### src/rtl/rc4_engine.sv
// RC4 decryption engine: key scheduling (INIT + SHUFFLE) followed by PRGA/XOR
// over a ciphertext ROM, with an optional printable-text check that aborts early.
module rc4_engine #(
  parameter int KEY_BYTES = 3,
  parameter int MSG_LEN   = 32,
  parameter int MSG_AW    = 5
) (
  input  logic                   clk,
  input  logic                   reset,
  input  logic                   start,
  input  logic [8*KEY_BYTES-1:0] key,
  input  logic                   check_en,
  output logic                   busy,
  output logic                   done,
  output logic                   pass,
  output logic [7:0]             s_addr,
  output logic [7:0]             s_wdata,
  output logic                   s_wren,
  input  logic [7:0]             s_rdata,
  output logic [MSG_AW-1:0]      m_addr,
  input  logic [7:0]             m_rdata,
  output logic [MSG_AW-1:0]      d_addr,
  output logic [7:0]             d_wdata,
  output logic                   d_wren
);

  localparam int KW = (KEY_BYTES > 1) ? $clog2(KEY_BYTES) : 1;
  localparam logic [KW-1:0]     KEY_LAST = KW'(KEY_BYTES - 1);
  localparam logic [MSG_AW-1:0] K_LAST   = MSG_AW'(MSG_LEN - 1);

  typedef enum logic [4:0] {
    ST_IDLE,
    ST_INIT,
    SH_RD_I,
    SH_WAIT_I,
    SH_RD_J,
    SH_WAIT_J,
    SH_WR_I,
    SH_WR_J,
    PR_RD_I,
    PR_WAIT_I,
    PR_RD_J,
    PR_WAIT_J,
    PR_WR_I,
    PR_WR_J,
    PR_RD_F,
    PR_WR_D,
    ST_DONE
  } state_t;

  state_t                 state_q, state_d;
  logic [7:0]             i_q, i_d;
  logic [7:0]             j_q, j_d;
  logic [MSG_AW-1:0]      k_q, k_d;
  logic [KW-1:0]          kidx_q, kidx_d;
  logic [7:0]             si_q, si_d;
  logic [7:0]             sj_q, sj_d;
  logic [7:0]             m_q, m_d;
  logic [8*KEY_BYTES-1:0] key_q, key_d;
  logic                   check_q, check_d;
  logic                   pass_q, pass_d;

  logic [7:0] key_arr [KEY_BYTES];
  logic [7:0] key_byte;
  logic [7:0] plain;
  logic       printable;

  // Byte 0 of the key sits in the most significant position.
  for (genvar b = 0; b < KEY_BYTES; b++) begin : g_key
    assign key_arr[b] = key_q[8*(KEY_BYTES-1-b) +: 8];
  end

  assign key_byte  = key_arr[kidx_q];
  assign plain     = s_rdata ^ m_q;
  assign printable = ((plain >= 8'h61) && (plain <= 8'h7A)) || (plain == 8'h20);
  assign pass      = pass_q;

  always_ff @(posedge clk) begin
    if (reset) begin
      state_q <= ST_IDLE;
      i_q     <= '0;
      j_q     <= '0;
      k_q     <= '0;
      kidx_q  <= '0;
      si_q    <= '0;
      sj_q    <= '0;
      m_q     <= '0;
      key_q   <= '0;
      check_q <= 1'b0;
      pass_q  <= 1'b0;
    end else begin
      state_q <= state_d;
      i_q     <= i_d;
      j_q     <= j_d;
      k_q     <= k_d;
      kidx_q  <= kidx_d;
      si_q    <= si_d;
      sj_q    <= sj_d;
      m_q     <= m_d;
      key_q   <= key_d;
      check_q <= check_d;
      pass_q  <= pass_d;
    end
  end

  always_comb begin
    state_d = state_q;
    i_d     = i_q;
    j_d     = j_q;
    k_d     = k_q;
    kidx_d  = kidx_q;
    si_d    = si_q;
    sj_d    = sj_q;
    m_d     = m_q;
    key_d   = key_q;
    check_d = check_q;
    pass_d  = pass_q;
    busy    = 1'b1;
    done    = 1'b0;
    s_addr  = '0;
    s_wdata = '0;
    s_wren  = 1'b0;
    m_addr  = '0;
    d_addr  = '0;
    d_wdata = '0;
    d_wren  = 1'b0;

    case (state_q)
      ST_IDLE: begin
        busy = 1'b0;
        if (start) begin
          state_d = ST_INIT;
          i_d     = '0;
          j_d     = '0;
          k_d     = '0;
          kidx_d  = '0;
          key_d   = key;
          check_d = check_en;
          pass_d  = 1'b0;
        end
      end
      ST_INIT: begin
        s_addr  = i_q;
        s_wdata = i_q;
        s_wren  = 1'b1;
        i_d     = i_q + 8'd1;
        if (i_q == 8'hFF) state_d = SH_RD_I;
      end
      SH_RD_I: begin
        s_addr  = i_q;
        state_d = SH_WAIT_I;
      end
      SH_WAIT_I: begin
        si_d    = s_rdata;
        j_d     = j_q + s_rdata + key_byte;
        state_d = SH_RD_J;
      end
      SH_RD_J: begin
        s_addr  = j_q;
        state_d = SH_WAIT_J;
      end
      SH_WAIT_J: begin
        sj_d    = s_rdata;
        state_d = SH_WR_I;
      end
      SH_WR_I: begin
        s_addr  = i_q;
        s_wdata = sj_q;
        s_wren  = 1'b1;
        state_d = SH_WR_J;
      end
      SH_WR_J: begin
        // Written second so that i == j leaves the original value in place.
        s_addr  = j_q;
        s_wdata = si_q;
        s_wren  = 1'b1;
        i_d     = i_q + 8'd1;
        kidx_d  = (kidx_q == KEY_LAST) ? '0 : kidx_q + 1'b1;
        if (i_q == 8'hFF) begin
          i_d     = '0;
          j_d     = '0;
          state_d = PR_RD_I;
        end else begin
          state_d = SH_RD_I;
        end
      end
      PR_RD_I: begin
        s_addr  = i_q + 8'd1;
        i_d     = i_q + 8'd1;
        m_addr  = k_q;
        state_d = PR_WAIT_I;
      end
      PR_WAIT_I: begin
        m_addr  = k_q;
        si_d    = s_rdata;
        m_d     = m_rdata;
        j_d     = j_q + s_rdata;
        state_d = PR_RD_J;
      end
      PR_RD_J: begin
        s_addr  = j_q;
        state_d = PR_WAIT_J;
      end
      PR_WAIT_J: begin
        sj_d    = s_rdata;
        state_d = PR_WR_I;
      end
      PR_WR_I: begin
        s_addr  = i_q;
        s_wdata = sj_q;
        s_wren  = 1'b1;
        state_d = PR_WR_J;
      end
      PR_WR_J: begin
        s_addr  = j_q;
        s_wdata = si_q;
        s_wren  = 1'b1;
        state_d = PR_RD_F;
      end
      PR_RD_F: begin
        // Post-swap s[i] + s[j] is the same sum as the pre-swap pair.
        s_addr  = si_q + sj_q;
        state_d = PR_WR_D;
      end
      PR_WR_D: begin
        d_addr  = k_q;
        d_wdata = plain;
        d_wren  = 1'b1;
        if (check_q && !printable) begin
          pass_d  = 1'b0;
          state_d = ST_DONE;
        end else if (k_q == K_LAST) begin
          pass_d  = 1'b1;
          state_d = ST_DONE;
        end else begin
          k_d     = k_q + 1'b1;
          state_d = PR_RD_I;
        end
      end
      ST_DONE: begin
        busy    = 1'b0;
        done    = 1'b1;
        state_d = ST_IDLE;
      end
      default: begin
        busy    = 1'b0;
        state_d = ST_IDLE;
      end
    endcase
  end

endmodule

### config.mk
export PLATFORM = sky130hd
export DESIGN_NAME = rc4_engine
export DESIGN_NICKNAME = d
export VERILOG_FILES = /design/src/rtl/rc4_engine.sv
export SDC_FILE = /design/constraint.sdc
export NUM_CORES = 1
export LEC_CHECK = 0
export BUFFER_PORTS_ARGS = -buffer_cell sky130_fd_sc_hd__clkbuf_2
export CAP_MARGIN = 20
export CORE_MARGIN = 1
export CORE_UTILIZATION = 56
export DETAILED_ROUTE_END_ITERATION = 8
export PLACE_DENSITY = 0.8
export SYNTH_ARGS = -nofsm -noshare
export SYNTH_HDL_FRONTEND = slang
export SYNTH_SLANG_ARGS = --single-unit
### constraint.sdc
create_clock -name clk -period 8.1 [get_ports clk]
set_input_delay 2.025 -clock clk [delete_from_list [all_inputs] [get_ports clk]]
set_output_delay 2.025 -clock clk [all_outputs]
set_load 0.01 [all_outputs]
[After elaboration in Yosys (flattened, before gate mapping)]
Index checks and enable logic that the tools add are counted.
Widths: inputs -> output; s select.
Operators by class
  divide/modulo/power cells: 0
  add/sub/neg operators: 6
  equal/unequal tests: 26
  order comparisons: 3
  muxes and demuxes: 34
  multipliers: 0
  bitwise logic cells: 2
  reductions and logical operators: 26
  shift operators: 0
Operators with widths (count)
  $pmux 5 s16: 1
  $pmux 8 s4: 2
  $mux 8: 6
  $pmux 8 s3: 2
  $mux 5: 9
  $eq 5x4->1 const B: 8
  $add 8x8->8: 3
  $eq 5x3->1 const B: 4
  $bmux 8 s2: 1
  $reduce_or 15->1: 1
  $reduce_or 2->1: 6
  $eq 5x2->1 const B: 2
  $eq 5x5->1 const B: 2
  $ne 2x2->1 const B: 5
  $pmux 5 s2: 1
  $add 8x1->8 const B: 1
  $eq 8x6->1 const B: 1
  $eq 8x8->1 const B: 1
  $ge 8x7->1 const B: 1
  $le 8x7->1 const B: 1
  $reduce_and 2->1: 4
  $reduce_or 4->1: 2
  $xor 8x8->8: 1
  $mux 1: 7
  other kinds (21): 25
Word-level totals
  output and inout bits: 39
  memory bits (writable): 0
  logic and storage cells: 108
  bits in read-only memories: 0
  bits of input ports: 44
  latch bits: 0
  register bits: 78
  memories kept: 0

[Depth between registers and ports, before layout]
  depth after elaboration: 8
  mapped depth: 16
  gate-level depth less buffers: 16

[Least setup slack after synthesis]
No wires, ideal clock.
  kind: input-to-reg
  start point: in s_rdata[0]
  end point: reg j_q[7]
  buffers on the path: 0
  setup time: 0.132 ns
  cell stages on the path: 16
  path slack: 3.405 ns
  arrival: 4.563 ns
  cell sequence: ha_1 > inv_1 > fa_1 > nor2b_1 > o21a_1 > o21a_1 > o21a_1 > or3_1 > and2_1 > ha_1 > inv_1 > nor2_1 > a311oi_1 > xnor2_1 > a211oi_1 > nor3_1
Between the ends
  word-level cells in the longest chain between the ends: 3
Ends and longest elaborated chain
  from (decl): line 19  | input logic [7:0] s_rdata,
  $add 8x8->8 *: line 155, 197
  $add 8x8->8: line 155  | j_d = j_q + s_rdata + key_byte;
  $pmux 8 s4 *: line 128  | case (state_q)
  to (signal assigned): line 94  | j_q <= j_d;
  to (decl): line 53  | logic [7:0] j_q, j_d;
Every way passes the cells marked *; elsewhere a longest branch is shown, timed or not.
A chain may end at the register's enable or synchronous reset.

[Worst setup path after layout]
  start point: reg state_q[0]
  end point: out s_addr[4]
Between the ends
  word-level cells in the longest chain between the ends: 3
  elaborated cells on any way between the ends: 13
  classes of those cells: eq/ne: 10; mux: 1; reduce/logical: 2
Ends and longest elaborated chain
  from (decl): line 51  | state_t state_q, state_d;
  from (signal assigned): line 92  | state_q <= state_d;
  $eq 5x3->1, or another cell as far along: line 128
  $reduce_or 4->1 (no source line)
  $pmux 8 s4 *: line 128
  to (decl): line 16  | output logic [7:0] s_addr,
Marks and branches as above.

==> out/results.ini <==
[synthesis]
synth_commonest_cells=100 x nand2_1, 78 x dfxtp_1, 65 x nor2_1
synth_cell_types=53
syn_nets=709
synth_edf_count=0
synthMuxAreaShare_pct=7.07
synth_simple_gate_area_share_pct=23.1
async_flop_share_pct=0
synth_xor_area_share_pct=5.54
yosysTopAreaCellShare_pct=31.8
yosys.area.top_type=dfxtp_1
syn_area_um2=4900
ys_top_cells_by_area=dfxtp_1 32%, nand2_1 7.7%, mux2i_1 6.5%, a21oi_1 6.3%, ha_1 6.1%
ys_seq_area_share_pct=31.8
ys_ff_latch=78
synthAdderAreaFrac_pct=7.35
synthCells=638
synth_compound_area_share_pct=20.2
yosysMostFrequentCell=nand2_1
synth_top_family_by_area=simple AND/OR/NAND/NOR gates
yosysWarnings=0
ys.flop_type=dfxtp_1
avgSynthCellArea_um2=7.69

[sta]
fin_setup_tns_ps=0
skew_ps=9.20
tightest_slew_ps=995
hold_violations=0
drv_slew=0
rsz0062_at_grt=no
period_share_pct=65.8
max_freq_ghz=0.188
min_period_ps=5330
maxSlewHeadroom_pct=33.7
finalSetupViolations=0

[floorplan]
num_rows=33
coreArea_um2=8340
fp.dieArea_um2=9140
ios=83
dieWidth_um=95.6
die_h_um=95.6
start_util_pct=58.8

[global_route]
grt_pass1_vias=4314
grt_max_degree=77
gr-total-overflow=0
antenna_found_initial=0
grt_pass1_wl_um=20600
track_usage_pct=29.2

[cells_and_area]
nFillCells=765
antenna_cells=0
syn2layout_area_growth_pct=12.4
fin_nets=762
drive_gt1_share_pct=15.2
utilization_pct=66.1

[setup_path]
arrival_ps=3300
regToRegEndpoint=j_q[7]
critical_path.startpoint_type=flip-flop
path_max_fanout=21
worstRegToRegCells=16
worstPathRequired_ps=6080
criticalPathCategory=reg -> out
r2r_slack_ps=4820
timing.rr.start=j_q[0]
end_kind=output port

[clock_tree]
cts_max_path_buffers=2
clock-root-buffer=clkbuf_8
path_clk_slew_ps=80
cts_max_level=3
cts.repair.resized=0
post-cts-setup-buffers=0
tritoncts=yes
ctsHoldBuffers=0
numClockSinks=78
clkLatencyLatePin_ps=360
cts_buffers=9

[detailed_routing]
dr.pass1.iters=5
wl_per_cell_um=16.0
postRouteAntennaNets=0
routed_via_density=5.96
drc=0
wirelength_um=12800
drt_iter0_markers=262
vias=4772

[run]
maxCapViolations=0

[power_and_ir_drop]
power.density_nw_per_um2=163
peakVddDrop_mv=0.133
leakage_uw=0.00231

[run_status]
status=complete, no violations

[placement]
port_buffers=82
gp_congestion=0.915
hpwl_um=9350

[hold_path]
hold_start=key_arr[14]
holdPathEnd=key_arr[14]
hp-class=reg -> reg
holdPathStages=2

cell usage in the layout, fill, tap and decap left out, types with 3 or more instances in the layout:
master	netlist	final
o21a_1	4	4
a22oi_1	5	5
a32oi_1	3	3
nor2b_1	7	7
clkbuf_8	0	10
a221o_1	3	3
or3_1	3	3
nor3b_1	3	3
a21o_1	6	6
ha_1	24	24
xnor2_1	22	22
nand4_1	3	3
mux2i_1	32	32
dfxtp_1	78	78
inv_1	18	18
and2_1	7	7
o211ai_1	4	4
o21ai_0	32	32
nand2_1	100	100
o22ai_1	8	8
nand3b_1	5	5
and3_1	16	16
nand2b_1	4	4
nor2_1	65	65
a221oi_1	3	3
fa_1	3	3
nand3_1	19	19
clkbuf_2	1	82
a211oi_1	9	9
a222oi_1	4	4
a31oi_1	3	3
xor2_1	9	9
a21oi_1	62	62
nor3_1	13	13
logic make-up after synthesis:
logic type | after synthesis
AND/OR/NAND/NOR | 250
AO/OA/AOI/OAI | 157
flip-flops | 78
buffers and inverters | 61
multiplexers | 34
XOR/XNOR | 31
adder cells (fa/ha/maj) | 27
worst max-delay path, cell delays in order (launching register included):
cell and delay (ps):
dfxtp_1 880, nor2b_1 520, nor2b_1 250, a211oi_1 90, a211oi_1 690, o21ai_0 180, o311ai_0 130, clkbuf_2 200
worst max-delay path by stage:
stage	slack, ps	from	endpoint
after CTS	2810	state_q[0]	s_addr[4]
after global placement	3150	s_rdata[0]	j_q[7]
after global routing	2560	state_q[0]	s_addr[4]
after floorplan	3400	s_rdata[0]	j_q[7]
final	2770	state_q[0]	s_addr[4]
after detailed placement	3050	s_rdata[0]	j_q[7]
through the flow:
step           worst slack [ps]  hold slack (ps)  std cells  total power [uW]  instance area (um^2)
4_1_cts                    2810              458        800               900                  5490
6_report                   2770              456        801               901                  5510
3_3_place_gp               3150              444        784               596                  5290
2_1_floorplan              3400              436        638               554                  4900
3_5_place_dp               3050              447        784               602                  5290
5_1_grt                    2560              475        801               945                  5510
report_power, final:
| part | internal, uW | switching [uW] |
|---|---|---|
| clock | 152 | 149 |
| combinational | 72.9 | 106 |
| sequential | 400 | 22.0 |
| total | 625 | 276 |
final cells by class:
cell class | count | area [um^2] | area share, %
timing repair buffer | 85 | 453 | 8.21
sequential | 78 | 1560 | 28.3
clock buffer | 11 | 141 | 2.56
tap | 105 | 131 | 2.38
clock inverter | 5 | 57.6 | 1.04
multi-input combinational | 499 | 3100 | 56.3
inverter | 18 | 67.6 | 1.23
sequential cells by signal (all words and copies together) (netlist names), 5 cells and up:
| signal | count |
|---|---|
| key_arr | 24 |
| i_q | 8 |
| j_q | 8 |
| m_q | 8 |
| si_q | 8 |
| sj_q | 8 |
| k_q | 5 |
| state_q | 5 |
routing by layer:
layer | up-vias | global-route usage [%] | wire length (um)
li1 | 2338 | - | -
met2 | 189 | 48.0 | 6070
met5 | - | 0 | 0
met4 | 0 | 11.1 | 295
met1 | 2217 | 38.2 | 5630
met3 | 28 | 4.94 | 836
No activity file was read; power rests on OpenSTA's default activity.
